**src/rtl/tpu_req_arbiter.sv**
```systemverilog
// tpu_req_arbiter
// Shares one 8x8->16 multiply datapath between NUM_REQ requesters.
// Requesters are served round-robin. The chosen operands go to the datapath
// with a one-cycle tpu_sync pulse. The arbiter then waits for tpu_ready or
// tpu_error and strobes tpu_out_hl to collect the product. The result goes
// back as a one-cycle response tagged with the owner's ID. If the datapath
// never answers, a wait timeout forces an error response.
//
// Ports:
//   clk, reset            rising-edge clock, asynchronous active-high reset
//   req_valid[NUM_REQ]    per-requester request, held until req_ack
//   req_a/req_b           packed operands, requester i at [8i+7:8i]
//   req_ack[NUM_REQ]      one-hot accept pulse
//   rsp_valid/rsp_id/rsp_data/rsp_err  one-cycle tagged response
//   busy                  high whenever the arbiter is not idle
//   tpu_sync/tpu_out_hl   start pulse / result-collect strobe to datapath
//   tpu_input1/2          operands to datapath
//   tpu_ready/tpu_error/tpu_out  datapath status and result
//
// Optional feature (macro ARB_STATS_EN): adds stat_ops (16-bit count of good
// responses) and stat_errs (8-bit count of error/timeout responses). Both
// counters saturate at all-ones.
module tpu_req_arbiter #(
  parameter int NUM_REQ     = 4,
  parameter int ID_W        = 2,
  parameter int TIMEOUT_CYC = 64
) (
  input  logic                 clk,
  input  logic                 reset,
  input  logic [NUM_REQ-1:0]   req_valid,
  input  logic [8*NUM_REQ-1:0] req_a,
  input  logic [8*NUM_REQ-1:0] req_b,
  output logic [NUM_REQ-1:0]   req_ack,
  output logic                 rsp_valid,
  output logic [ID_W-1:0]      rsp_id,
  output logic [15:0]          rsp_data,
  output logic                 rsp_err,
  output logic                 busy,
  output logic                 tpu_sync,
  output logic                 tpu_out_hl,
  output logic [7:0]           tpu_input1,
  output logic [7:0]           tpu_input2,
  input  logic                 tpu_ready,
  input  logic                 tpu_error,
  input  logic [15:0]          tpu_out
`ifdef ARB_STATS_EN
  ,
  output logic [15:0]          stat_ops,
  output logic [7:0]           stat_errs
`endif
);

  localparam int CNT_W = (TIMEOUT_CYC > 2) ? $clog2(TIMEOUT_CYC) : 1;

  typedef enum logic [2:0] {
    S_IDLE,
    S_ISSUE,
    S_WAIT,
    S_READ,
    S_RESP
  } state_t;

  state_t             state;
  state_t             next_state;
  logic [ID_W-1:0]    ptr;
  logic [ID_W-1:0]    lat_id;
  logic [CNT_W-1:0]   wait_cnt;
  logic [NUM_REQ-1:0] rot;
  logic               grant_found;
  logic [ID_W-1:0]    grant_id;
  int                 grant_sum;
  logic [7:0]         op_a;
  logic [7:0]         op_b;
  logic               wait_done;
  logic               wait_err;

  // Round-robin search: rotate the request vector so the pointer sits at
  // bit 0, take the lowest set bit, then map that offset back to an ID.
  always_comb begin
    rot         = NUM_REQ'({req_valid, req_valid} >> ptr);
    grant_found = 1'b0;
    grant_sum   = 0;
    for (int k = 0; k < NUM_REQ; k++) begin
      if (!grant_found && rot[k]) begin
        grant_found = 1'b1;
        grant_sum   = int'(ptr) + k;
      end
    end
    if (grant_sum >= NUM_REQ) begin
      grant_sum = grant_sum - NUM_REQ;
    end
    grant_id = ID_W'(grant_sum);
    op_a     = 8'(req_a >> (8 * grant_id));
    op_b     = 8'(req_b >> (8 * grant_id));
  end

  // WAIT exit conditions. Error takes priority over a simultaneous ready.
  // The timeout also counts as an error.
  always_comb begin
    wait_done = tpu_error || tpu_ready || (wait_cnt == CNT_W'(TIMEOUT_CYC - 1));
    wait_err  = tpu_error || !tpu_ready;
  end

  // State register.
  always_ff @(posedge clk or posedge reset) begin
    if (reset) begin
      state <= S_IDLE;
    end else begin
      state <= next_state;
    end
  end

  // Next-state logic.
  always_comb begin
    next_state = state;
    case (state)
      S_IDLE:  if (grant_found) next_state = S_ISSUE;
      S_ISSUE: next_state = S_WAIT;
      S_WAIT:  if (wait_done) next_state = wait_err ? S_RESP : S_READ;
      S_READ:  next_state = S_RESP;
      S_RESP:  next_state = S_IDLE;
      default: next_state = S_IDLE;
    endcase
  end

  // Registered outputs and datapath bookkeeping. The pulse outputs default
  // to 0 each cycle and are set only on the transition into the state that
  // owns them. As a result, every output is a flop.
  always_ff @(posedge clk or posedge reset) begin
    if (reset) begin
      ptr        <= '0;
      lat_id     <= '0;
      wait_cnt   <= '0;
      req_ack    <= '0;
      rsp_valid  <= 1'b0;
      rsp_id     <= '0;
      rsp_data   <= '0;
      rsp_err    <= 1'b0;
      busy       <= 1'b0;
      tpu_sync   <= 1'b0;
      tpu_out_hl <= 1'b0;
      tpu_input1 <= '0;
      tpu_input2 <= '0;
    end else begin
      req_ack    <= '0;
      rsp_valid  <= 1'b0;
      rsp_id     <= '0;
      rsp_data   <= '0;
      rsp_err    <= 1'b0;
      tpu_sync   <= 1'b0;
      tpu_out_hl <= 1'b0;
      busy       <= (next_state != S_IDLE);
      case (state)
        S_IDLE: begin
          if (grant_found) begin
            lat_id     <= grant_id;
            tpu_input1 <= op_a;
            tpu_input2 <= op_b;
            tpu_sync   <= 1'b1;
            req_ack    <= NUM_REQ'(1) << grant_id;
          end
        end
        S_ISSUE: begin
          ptr <= (lat_id == ID_W'(NUM_REQ - 1)) ? '0 : lat_id + ID_W'(1);
        end
        S_WAIT: begin
          if (wait_done) begin
            wait_cnt <= '0;
            if (wait_err) begin
              rsp_valid  <= 1'b1;
              rsp_id     <= lat_id;
              rsp_err    <= 1'b1;
              tpu_input1 <= '0;
              tpu_input2 <= '0;
            end else begin
              tpu_out_hl <= 1'b1;
            end
          end else begin
            wait_cnt <= wait_cnt + CNT_W'(1);
          end
        end
        S_READ: begin
          rsp_valid  <= 1'b1;
          rsp_id     <= lat_id;
          rsp_data   <= tpu_out;
          tpu_input1 <= '0;
          tpu_input2 <= '0;
        end
        default: begin
        end
      endcase
    end
  end

`ifdef ARB_STATS_EN
  // Response statistics. Each counter updates on the cycle after the
  // response strobe and saturates at all-ones.
  always_ff @(posedge clk or posedge reset) begin
    if (reset) begin
      stat_ops  <= '0;
      stat_errs <= '0;
    end else if (rsp_valid) begin
      if (rsp_err) begin
        if (stat_errs != '1) stat_errs <= stat_errs + 8'd1;
      end else begin
        if (stat_ops != '1) stat_ops <= stat_ops + 16'd1;
      end
    end
  end
`endif

endmodule
```
**config.mk**
```make
export PLATFORM = sky130hd
export DESIGN_NAME = tpu_req_arbiter
export DESIGN_NICKNAME = d
export VERILOG_FILES = /design/src/rtl/tpu_req_arbiter.sv
export SDC_FILE = /design/constraint.sdc
export NUM_CORES = 1
export LEC_CHECK = 0
export BUFFER_PORTS_ARGS = -buffer_cell sky130_fd_sc_hd__buf_2
export CAP_MARGIN = 25
export CORE_MARGIN = 2
export CORE_UTILIZATION = 50
export CTS_CLUSTER_DIAMETER = 80
export DETAILED_ROUTE_END_ITERATION = 8
export PLACE_DENSITY_LB_ADDON = 0.08
export SETUP_SLACK_MARGIN = 0.2
export SLEW_MARGIN = 20
export SYNTH_ARGS = -nofsm -noshare
export SYNTH_HDL_FRONTEND = slang
export SYNTH_SLANG_ARGS = --single-unit
```
**constraint.sdc**
```tcl
create_clock -name clk -period 4.3 [get_ports clk]
set_input_delay 0.645 -clock clk [delete_from_list [all_inputs] [get_ports clk]]
set_output_delay 0.645 -clock clk [all_outputs]
set_load 0.005 [all_outputs]
```
==> run_results.csv <==
group,metric,value,unit
critical_path,worst-path-max-fanout,16,
timing,clock-skew-final,4.31,ps
logic_synthesis,synth_seq_cells,56,
grt,track_usage,0.215,
clock_tree,post_cts_buffers,0,
logic_synthesis,synth-simple-area-share,0.161,
timing,final.setup.tns,0,ps
timing,fmax,491,MHz
grt,grt_pass1_wl,10.1,mm
logic_synthesis,muxShareOfSynthArea,0.128,
critical_path,startpoint_type,"input port",
clock_tree,cts_resized,0,
layout,antenna_cells,0,
critical_path,cp.arrival,2200,ps
die,core_area,5140,um^2
die,rows,26,
power_and_ir_drop,power_density,594,nW/um^2
die,io_pins,131,
clock_tree,cts_hold_buf,0,
logic_synthesis,ys_types,39,
die,fp.dieW,77.3,um
logic_synthesis,synth_top_family_by_area,"simple AND/OR/NAND/NOR gates",
placement,dp_hpwl,4.60,mm
placement,placed_cell_area,3350,um^2
routing,vias,2137,
hold_path,hp-class,"input port to async pin",
clock_tree,cts_buffers,5,
layout,regArea,1400,um^2
clock_tree,clk_latency,300,ps
run_status,status,"complete, no violations",
die,dieArea,5980,um^2
grt,antenna_found_initial,0,
routing,via_per_inst,5.04,
timing,period_minus_slack,2040,ps
grt,grt_pass1_vias,2087,
logic_synthesis,synthXorXnorAreaFrac,0.00978,
timing,rsz0062_at_grt,"false",
grt,grt_max_degree,49,
clock_tree,clock_path_buffers,2,
placement,portBuffers,130,
layout,num-nets-final,444,
routing,wl_per_cell,14.6,um
routing,drc,0,
layout,area_growth,29.3,%
routing,antenna_left,0,
routing,drt-initial-drc-count,83,
flow_run,drv_cap,0,
clock_tree,tritoncts,"done",
critical_path,critPathCaptureType,"flip-flop",
logic_synthesis,netlist_area,2690,um^2
timing,slew_viol_final,0,
layout,fin_area,3470,um^2
critical_path,required,4470,ps
power_and_ir_drop,leakage,1.90,nW
clock_tree,clock-sinks,56,
grt,grt_overflow_total,0,
layout,drive_above_1_share,0.455,
logic_synthesis,synth_fa_ha_area_frac,0.00931,
routing,drtPass1Iterations,4,
timing,period_share,0.474,
layout,nFillCells,431,
logic_synthesis,ys_warn_count,0,
logic_synthesis,synthCells,225,
die,start_util,0.523,
clock_tree,clk_pin_slew_worst_paths,90,ps
timing,max_slew_margin,0.552,
timing,setup-violations-final,0,
logic_synthesis,syn_area_per_cell,11.9,um^2
placement,gp_congestion,0.750,
routing,routed_wl,6.17,mm
logic_synthesis,synth_nets,315,
timing,tightest_slew,666,ps
power_and_ir_drop,peakVddDrop,0.260,mV
timing,hold_viol,0,
critical_path,worstSetupPathType,"input port to flip-flop",
logic_synthesis,synth_compound_area_frac,0.127,
clock_tree,cts_max_level,2,
layout,multiInputGateArea,1180,um^2
die,die-height,77.3,um
clock_tree,cts-root-buf,"clkbuf_8",
logic_synthesis,ys_seq_area_frac,0.521,
==> placed cells by master, fill, tap and decap left out, types with 2 or more instances in the layout <==
cell type	synthesis	layout
buf_2	0	130
dfrtp_1	56	56
mux2i_1	32	32
nand2_1	24	24
and2_1	19	19
nor2_1	13	13
o221ai_2	10	10
o21ai_0	8	8
nor2b_1	6	6
o221ai_1	6	6
clkbuf_8	2	5
o21bai_1	3	3
inv_1	4	3
a21oi_1	3	3
xor2_1	3	3
or2_2	2	2
nand2_4	2	2
o21a_1	2	2
nand3_1	2	2
nand4_1	2	2
mux2_2	2	2
ha_1	2	2
bufinv_16	0	2
buf_4	0	2
==> final timing paths <==
kind	start	end	slack [ps]	depth (start not counted)
setup / recovery	req_valid[1]	tpu_input1[4]	2260	6
hold / removal	reset	rsp_data[15]	220	2
setup reg to reg	state[1]	tpu_input1[4]	2300	5
hold reg to reg	tpu_input2[2]	tpu_input2[2]	490	2
max in group asynchronous	reset	tpu_out_hl	3260	3
min in group clk	tpu_input2[2]	tpu_input2[2]	490	2
==> layout make-up <==
cell class                 instances  share of cell area
clock buffer                       5              0.0198
clock inverter                     2              0.0173
inverter                           4             0.00432
multi-input combinational        155               0.338
sequential                        56               0.403
tap                               70              0.0252
timing repair buffer             132               0.192
==> registers in the layout, indices dropped and copies added, names as in the netlist <==
name        count
rsp_id          2
busy            1
state           3
wait_cnt        6
tpu_sync        1
req_ack         4
lat_id          2
tpu_input1      8
tpu_out_hl      1
tpu_input2      8
rsp_valid       1
rsp_data       16
rsp_err         1
ptr             2
==> Yosys cell counts <==
library cell  number  area, um^2
nor2b_1            6        37.5
mux2_2             2        22.5
nand2_1           24        90.1
buf_8              2        30.0
nand3_1            2        10.0
or3_1              1        6.26
clkbuf_2           1        5.00
nor4_1             1        6.26
nor3_4             1        16.3
nand2b_1           1        6.26
xor2_1             3        26.3
clkbuf_8           2        27.5
nor2_1            13        48.8
nor3_1             1        5.00
or2_2              2        12.5
a211o_1            1        8.76
o211ai_2           1        12.5
o21ai_0            8        40.0
nand4_1            2        12.5
buf_6              3        33.8
a21o_1             1        7.51
nand2_4            2        22.5
o21a_1             2        15.0
o221ai_2          10         150
mux2i_1           32         320
and3b_2            1        10.0
clkbuf_1           2        7.51
inv_1              4        15.0
nor3b_1            1        7.51
or4_1              1        7.51
dfrtp_1           56        1400
a21oi_1            3        15.0
ha_1               2        25.0
a21boi_0           1        7.51
nor2b_4            1        13.8
o221ai_1           6        52.6
o21bai_1           3        22.5
and2_1            19         119
a211o_2            1        10.0
==> metal layers <==
metal,vias up,global-route usage,share of wire
li1,1054,-,-
met1,996,0.263,0.40
met2,81,0.375,0.51
met3,6,0.0624,0.078
met4,0,0.0536,0.010
met5,-,0,0
==> power by group <==
part           leakage [nW]  total [W]  internal (W)  switching (W)
Combinational          1.09   0.000879      0.000406       0.000474
Sequential            0.737   0.000794      0.000696      0.0000979
Clock                0.0642   0.000392      0.000229       0.000163
==> through the flow <==
step	util	setup slack (ps)	std cells	total power (W)	hold WS, ps
after floorplan	-	2250	225	0.00147	464
after global placement	0.651	1990	417	0.00167	466
after detailed placement	0.651	1930	417	0.00169	466
after CTS	0.676	2270	424	0.00209	220
after global routing	0.676	2100	424	0.00222	217
final	0.676	2260	424	0.00207	224
==> logic make-up after synthesis <==
kind of cell,after synthesis
buf+inv,14
xor+xnor,3
compound gates,37
simple gates,79
flops,56
mux,34
fa+ha+maj,2
==> critical path: stages <==
cell and delay (ps):
buf_2 120, or2_2 330, nor4_1 520, nor3_4 140, nand2_4 260, o221ai_1 190
(Power assumes the default switching activity.)
